### config.mk
export PLATFORM = sky130hd
export DESIGN_NAME = maze_engine_gen
export DESIGN_NICKNAME = d
export VERILOG_FILES = /design/src/rtl/maze_engine_gen.sv
export SDC_FILE = /design/constraint.sdc
export NUM_CORES = 1
export LEC_CHECK = 0
export BUFFER_PORTS_ARGS = -buffer_cell sky130_fd_sc_hd__buf_2
export CELL_PAD_IN_SITES_DETAIL_PLACEMENT = 0
export CELL_PAD_IN_SITES_GLOBAL_PLACEMENT = 1
export CORE_MARGIN = 3
export CORE_UTILIZATION = 37
export DETAILED_ROUTE_END_ITERATION = 16
export GPL_TIMING_DRIVEN = 0
export PLACE_DENSITY_LB_ADDON = 0.1
export SLEW_MARGIN = 20
export SYNTH_ARGS = -nofsm -noshare
export SYNTH_HDL_FRONTEND = slang
export SYNTH_SLANG_ARGS = --single-unit
### constraint.sdc
create_clock -name clk_i -period 2.3 [get_ports clk_i]
set_input_delay 0.23 -clock clk_i [delete_from_list [all_inputs] [get_ports clk_i]]
set_output_delay 0.23 -clock clk_i [all_outputs]
set_load 0.01 [all_outputs]
### src/rtl/maze_engine_gen.sv
// maze_engine_gen: parametrised maze puzzle engine.
//
// The player walks a GRID_W x GRID_H maze chosen at random from NUM_MAPS mazes.
// The walls and the start/goal cells come from external synchronous ROMs, so the
// engine stores only the walls of the current cell.
//
// Ports:
//   clk_i, rst_i            clock, asynchronous active-high reset
//   current_state_i         controller state (0 idle, 1 activating, 2 activated)
//   rnd_i                   free-running random word; bits [3:0] seed the map choice
//   btn_{u,d,l,r}_i         debounced one-cycle move pulses
//   wall_addr_o/wall_data_i wall ROM port. Data is {up, down, left, right}, 1 = wall
//   pos_addr_o/pos_data_i   position ROM port. Data is {start_y, start_x, goal_y, goal_x}
//   activated_o             sticky, set once map selection starts
//   module_failed_o         one-cycle pulse per illegal move or move-limit overrun
//   module_solved_o         sticky, set once the goal is reached
//   cur_*_o, goal_*_o       player and goal coordinates
//   move_count_o            legal moves in this attempt, saturating at 255
//   map_id_o                selected maze index
module maze_engine_gen #(
  parameter int unsigned GRID_W          = 8,
  parameter int unsigned GRID_H          = 8,
  parameter int unsigned NUM_MAPS        = 9,
  parameter int unsigned CW              = 4,
  parameter int unsigned MOVE_LIMIT      = 0,
  parameter int unsigned RESTART_ON_FAIL = 1
) (
  input  logic            clk_i,
  input  logic            rst_i,
  input  logic [2:0]      current_state_i,
  input  logic [31:0]     rnd_i,
  input  logic            btn_u_i,
  input  logic            btn_d_i,
  input  logic            btn_l_i,
  input  logic            btn_r_i,
  output logic [11:0]     wall_addr_o,
  input  logic [3:0]      wall_data_i,
  output logic [3:0]      pos_addr_o,
  input  logic [4*CW-1:0] pos_data_i,
  output logic            activated_o,
  output logic            module_failed_o,
  output logic            module_solved_o,
  output logic [CW-1:0]   cur_x_o,
  output logic [CW-1:0]   cur_y_o,
  output logic [CW-1:0]   goal_x_o,
  output logic [CW-1:0]   goal_y_o,
  output logic [7:0]      move_count_o,
  output logic [3:0]      map_id_o
);

  localparam logic [2:0]    CsActivating = 3'd1;
  localparam logic [2:0]    CsActivated  = 3'd2;
  localparam logic [CW-1:0] XMax         = CW'(GRID_W - 1);
  localparam logic [CW-1:0] YMax         = CW'(GRID_H - 1);

  typedef enum logic [2:0] {
    StIdle, StSelect, StPosRd, StPosLd, StFetch, StLatch, StWaitMove, StSolved
  } state_e;

  state_e        state_q, state_d;
  logic [3:0]    map_id_q, map_id_d;
  logic          activated_q, activated_d;
  logic          failed_q, failed_d;
  logic [CW-1:0] cur_x_q, cur_x_d, cur_y_q, cur_y_d;
  logic [CW-1:0] goal_x_q, goal_x_d, goal_y_q, goal_y_d;
  logic [CW-1:0] start_x_q, start_x_d, start_y_q, start_y_d;
  logic [3:0]    walls_q, walls_d;
  logic [7:0]    move_count_q, move_count_d;

  // Only the low nibble of the random word selects a map.
  logic unused_rnd;
  assign unused_rnd = ^rnd_i[31:4];

  // Fixed U > D > L > R priority; lower-priority pulses in the same cycle are dropped.
  logic go_u, go_d, go_l, go_r, any_btn;
  assign go_u    = btn_u_i;
  assign go_d    = btn_d_i & ~btn_u_i;
  assign go_l    = btn_l_i & ~btn_u_i & ~btn_d_i;
  assign go_r    = btn_r_i & ~btn_u_i & ~btn_d_i & ~btn_l_i;
  assign any_btn = btn_u_i | btn_d_i | btn_l_i | btn_r_i;

  // Off-grid moves are illegal regardless of what the ROM says.
  logic blocked;
  assign blocked = (go_u & (walls_q[3] | (cur_y_q == '0))) |
                   (go_d & (walls_q[2] | (cur_y_q == YMax))) |
                   (go_l & (walls_q[1] | (cur_x_q == '0))) |
                   (go_r & (walls_q[0] | (cur_x_q == XMax)));

  logic [CW-1:0] tgt_x, tgt_y;
  always_comb begin
    tgt_x = cur_x_q;
    tgt_y = cur_y_q;
    if (go_u) tgt_y = cur_y_q - CW'(1);
    if (go_d) tgt_y = cur_y_q + CW'(1);
    if (go_l) tgt_x = cur_x_q - CW'(1);
    if (go_r) tgt_x = cur_x_q + CW'(1);
  end

  logic       at_goal, over_limit;
  logic [7:0] cnt_inc;
  assign at_goal    = (tgt_x == goal_x_q) && (tgt_y == goal_y_q);
  assign cnt_inc    = (move_count_q == 8'hFF) ? 8'hFF : move_count_q + 8'd1;
  // Reaching the goal on the last allowed move still counts as solved.
  assign over_limit = (MOVE_LIMIT != 0) && (32'(cnt_inc) > MOVE_LIMIT) && !at_goal;

  always_comb begin
    state_d      = state_q;
    map_id_d     = map_id_q;
    activated_d  = activated_q;
    failed_d     = 1'b0;
    cur_x_d      = cur_x_q;
    cur_y_d      = cur_y_q;
    goal_x_d     = goal_x_q;
    goal_y_d     = goal_y_q;
    start_x_d    = start_x_q;
    start_y_d    = start_y_q;
    walls_d      = walls_q;
    move_count_d = move_count_q;
    case (state_q)
      StIdle: begin
        if (current_state_i == CsActivating) begin
          map_id_d    = rnd_i[3:0];
          activated_d = 1'b1;
          state_d     = StSelect;
        end
      end
      StSelect: begin
        // Modulo by repeated subtraction, one step per cycle.
        if (32'(map_id_q) >= NUM_MAPS) begin
          map_id_d = map_id_q - 4'(NUM_MAPS);
        end else if (current_state_i == CsActivated) begin
          state_d = StPosRd;
        end
      end
      StPosRd: state_d = StPosLd;
      StPosLd: begin
        start_y_d    = pos_data_i[4*CW-1 -: CW];
        start_x_d    = pos_data_i[3*CW-1 -: CW];
        goal_y_d     = pos_data_i[2*CW-1 -: CW];
        goal_x_d     = pos_data_i[CW-1:0];
        cur_y_d      = pos_data_i[4*CW-1 -: CW];
        cur_x_d      = pos_data_i[3*CW-1 -: CW];
        move_count_d = '0;
        if ((pos_data_i[4*CW-1 -: CW] == pos_data_i[2*CW-1 -: CW]) &&
            (pos_data_i[3*CW-1 -: CW] == pos_data_i[CW-1:0])) begin
          state_d = StSolved;
        end else begin
          state_d = StFetch;
        end
      end
      StFetch: state_d = StLatch;
      StLatch: begin
        walls_d = wall_data_i;
        state_d = StWaitMove;
      end
      StWaitMove: begin
        if (any_btn) begin
          if (blocked || over_limit) begin
            failed_d = 1'b1;
            if (RESTART_ON_FAIL != 0) begin
              cur_x_d      = start_x_q;
              cur_y_d      = start_y_q;
              move_count_d = '0;
            end
            state_d = StFetch;
          end else begin
            cur_x_d      = tgt_x;
            cur_y_d      = tgt_y;
            move_count_d = cnt_inc;
            state_d      = at_goal ? StSolved : StFetch;
          end
        end
      end
      StSolved: state_d = StSolved;
      default:  state_d = StIdle;
    endcase
  end

  always_ff @(posedge clk_i or posedge rst_i) begin
    if (rst_i) begin
      state_q      <= StIdle;
      map_id_q     <= '0;
      activated_q  <= 1'b0;
      failed_q     <= 1'b0;
      cur_x_q      <= '0;
      cur_y_q      <= '0;
      goal_x_q     <= '0;
      goal_y_q     <= '0;
      start_x_q    <= '0;
      start_y_q    <= '0;
      walls_q      <= '0;
      move_count_q <= '0;
    end else begin
      state_q      <= state_d;
      map_id_q     <= map_id_d;
      activated_q  <= activated_d;
      failed_q     <= failed_d;
      cur_x_q      <= cur_x_d;
      cur_y_q      <= cur_y_d;
      goal_x_q     <= goal_x_d;
      goal_y_q     <= goal_y_d;
      start_x_q    <= start_x_d;
      start_y_q    <= start_y_d;
      walls_q      <= walls_d;
      move_count_q <= move_count_d;
    end
  end

  assign wall_addr_o     = 12'(32'(map_id_q) * GRID_W * GRID_H + 32'(cur_y_q) * GRID_W +
                               32'(cur_x_q));
  assign pos_addr_o      = map_id_q;
  assign activated_o     = activated_q;
  assign module_failed_o = failed_q;
  assign module_solved_o = (state_q == StSolved);
  assign cur_x_o         = cur_x_q;
  assign cur_y_o         = cur_y_q;
  assign goal_x_o        = goal_x_q;
  assign goal_y_o        = goal_y_q;
  assign move_count_o    = move_count_q;
  assign map_id_o        = map_id_q;

endmodule

==> impl_metrics.csv <==
group,metric,value,unit
clocking,numCtsBuffers,5,
setup_path,cp.depth,9,
setup_path,start_kind,"flip-flop",
cells_and_area,layout-drive-gt1-share,36.25,%
cells_and_area,fillCellCount,793,
setup_path,rr_startpoint,"cur_x_o[0]",
power_and_ir_drop,power_density,1267,nW/µm²
timing,worst_slew_pin_slew,518.0,ps
setup_path,crit_family,"flip-flops",
floorplan,core.rowCount,32,
grt,antenna_found_initial,0,
clocking,clk_root_buffer_cell,"clkbuf_8",
setup_path,path_cells,"inv_1 > ha_1 > nor3b_1 > o21ai_2 > nand4_4 > buf_6 > mux2i_1 > o21ai_1 > mux2_2",
grt,use_met1,24.84,%
setup_path,critical_path_buf_inv_count,2,
setup_path,crit_path_end_kind,"flip-flop",
floorplan,fp.dieW,95.62,µm
cells_and_area,antenna_cells,0,
cells_and_area,regArea,1129,µm²
timing,period_share,92.36,%
synthesis,synthesis.nets,373,
setup_path,endpoint,"cur_x_o[3]",
synthesis,yosysSeqAreaShare,37.89,%
setup_path,arrival,2320,ps
route,routed_via_density,4.988,
placed_design,hpwl,5689,µm
run_status,status,"completed",
placed_design,postPlaceCellArea,3505,µm²
grt,grt_usage,16.58,%
grt,grt_max_degree,25,
synthesis,ys_async_sr_fraction,100.0,%
route,via_count,2449,
setup_path,worstPathRequired,2490,ps
timing,final_max_slew_viol_count,0,
timing,maxSlewHeadroom,65.42,%
timing,skew,16.89,ps
clocking,cts_tree,"done",
route,drt_pre_antenna_iters,4,
synthesis,synth_area,2972,µm²
grt,grtUsageMet2,25.13,%
floorplan,ios,108,
setup_path,crit_slowest_cell,"dfrtp_2",
floorplan,start_util,38.26,%
timing,fin_crit,2124,ps
route,first_iter_violations,71,
grt,grt_pass1_vias,2268,
route,wire_per_inst,14.89,µm
timing,setup_viol,0,
power_and_ir_drop,p_leak,1.761,nW
grt,overflow,0,
hold_path,min_from,"rnd_i[0]",
route,drc,0,
placed_design,place.gp.congestion,0.7853,
flow_run,maxCapViolCount,0,
synthesis,syn_inst,302,
cells_and_area,final_area,3647,µm²
setup_path,r2r_cells,9,
grt,grt_use_met3,2.762,%
clocking,clk_latency,310,ps
clocking,htree_levels,2,
timing,finalHoldViolCount,0,
cells_and_area,layout_common_cells,"buf_2 (84), dfrtp_1 (43), nand2_1 (24), mux2_2 (21)",
cells_and_area,multi_input_area,1667,µm²
cells_and_area,syn_to_final_growth,22.74,%
timing,tns,0,ps
synthesis,ys_warn_count,0,
setup_path,cp_slowest_stage_delay,460,ps
timing,fmax,0.4708,GHz
synthesis,ys_ff_latch,45,
floorplan,die-area,9142,µm²
clocking,clk_pin_slew_worst_paths,100,ps
synthesis,synth_cell_types,61,
clocking,clockBufferDepth,2,
setup_path,crit_fanout,10,
route,antenna_left,0,
setup_path,crit_type,"flip-flop to flip-flop",
grt,grt_pass1_wl,11680,µm
placed_design,io_buffers,77,
hold_path,hold_class,"primary input to flip-flop",
floorplan,coreArea,7767,µm²
clocking,post_cts_buffers,0,
grt,gr-max-usage-layer,"met2",
cells_and_area,final_nets,459,
synthesis,ys.flop_type,"dfrtp_1",
power_and_ir_drop,ir_drop,0.5546,mV
timing,rsz0062_at_grt,"false",
floorplan,fp.dieH,95.62,µm
setup_path,startpoint,"cur_x_o[0]",
synthesis,syn_area_per_cell,9.840,µm²
cells_and_area,final_common_cell,"buf_2",
route,drt_wl_total,7311,µm
setup_path,reg2reg_to,"cur_x_o[3]",
synthesis,synth-edff-count,0,
setup_path,rrSetupSlack,180,ps
clocking,clkSinkCount,45,
-- Yosys cell counts (2+ instances only) --
cell type | n | area [µm²]
dfrtp_1 | 45 | 1126
nand2_1 | 24 | 90.09
mux2_2 | 21 | 236.5
a21oi_1 | 16 | 80.08
nor2_1 | 16 | 60.06
xnor2_1 | 13 | 113.9
xor2_1 | 12 | 105.1
o21ai_1 | 11 | 55.05
ha_1 | 10 | 125.1
inv_1 | 10 | 37.54
o21ai_0 | 10 | 50.05
buf_4 | 9 | 67.56
mux2i_1 | 9 | 90.09
nand3_1 | 8 | 40.04
buf_2 | 7 | 35.03
a21o_1 | 6 | 45.04
a22o_1 | 6 | 52.55
a31oi_1 | 4 | 25.02
buf_6 | 4 | 45.04
nand3b_1 | 4 | 30.03
o31ai_1 | 4 | 30.03
and3b_1 | 3 | 26.28
nand2b_1 | 3 | 18.77
nor2b_1 | 3 | 18.77
nor4b_1 | 3 | 26.28
and3_1 | 2 | 12.51
clkbuf_1 | 2 | 7.510
nand4_1 | 2 | 12.51
nor3_1 | 2 | 10.01
nor4_1 | 2 | 12.51
-- worst register-to-register path: stages (launching register included) --
cell,delay [ps]
dfrtp_2,460
inv_1,140
ha_1,180
nor3b_1,240
o21ai_2,100
nand4_4,170
buf_6,190
mux2i_1,200
o21ai_1,80
mux2_2,270
-- where the power goes --
part / internal, W / total [W] / switching (W)
clock network: 0.000332 / 0.000636 / 0.000304
logic: 0.00125 / 0.00252 / 0.00127
registers: 0.00113 / 0.00146 / 0.000336
total: 0.00271 / 0.00462 / 0.00191
-- timing repair --
item	CTS	global route
hold buffers	1	0
gates resized for setup	0	4
endpoints found under the hold margin	21	0
endpoints found under the setup margin	0	4
-- per-stage QoR --
step	hold slack (ps)	util, %	total power (W)	std cells	setup slack [ps]
global route	136.0	46.96	0.005012	491	5.400
detailed placement	306.1	45.12	0.004006	482	87.91
finish	141.5	46.96	0.004620	491	175.8
floorplan	362.7	-	0.003210	302	302.5
global placement	448.9	44.86	0.003970	481	102.0
CTS	139.3	46.75	0.004658	491	56.92
-- registers in the layout, indices dropped and copies added, names as in the netlist --
register,count
move_count_o,8
cur_x_o,4
cur_y_o,4
goal_x_o,4
goal_y_o,4
map_id_o,4
start_x_q,4
start_y_q,4
walls_q,4
state_q,3
activated_o,1
module_failed_o,1
-- worst min path at each step --
stage | end | slack (ps) | cells past startpoint
4_1_cts | map_id_o[0] | 140 | 3
3_5_place_dp | map_id_o[0] | 310 | 2
3_3_place_gp | activated_o | 450 | 1
2_1_floorplan | map_id_o[0] | 360 | 2
5_1_grt | map_id_o[0] | 140 | 3
6_report | map_id_o[0] | 140 | 3
-- metal layers --
metal / up-vias / wire length (µm)
li1: 1247 / -
met1: 1136 / 3696
met2: 66 / 3218
met3: 0 / 396
met4: 0 / 0
met5: - / 0
-- logic make-up after synthesis --
logic type,count (synthesis),synth area share (%)
fa+ha+maj,10,4.211
compound gates,72,15.71
buf+inv,32,6.484
xor+xnor,26,8.126
other cells,1,0.1262
flops,45,37.89
mux,31,11.49
simple gates,85,15.96
-- final cells by class --
cell class / count / area share [%]
clock inverters: 3 / 1.304
inverters: 10 / 1.029
flip-flops and latches: 45 / 30.94
repair buffers: 79 / 11.39
multi-input cells: 225 / 45.69
well taps: 102 / 3.499
clock buffers: 5 / 1.887
plain buffers: 22 / 4.254
Power figures use the tool's default switching activity.
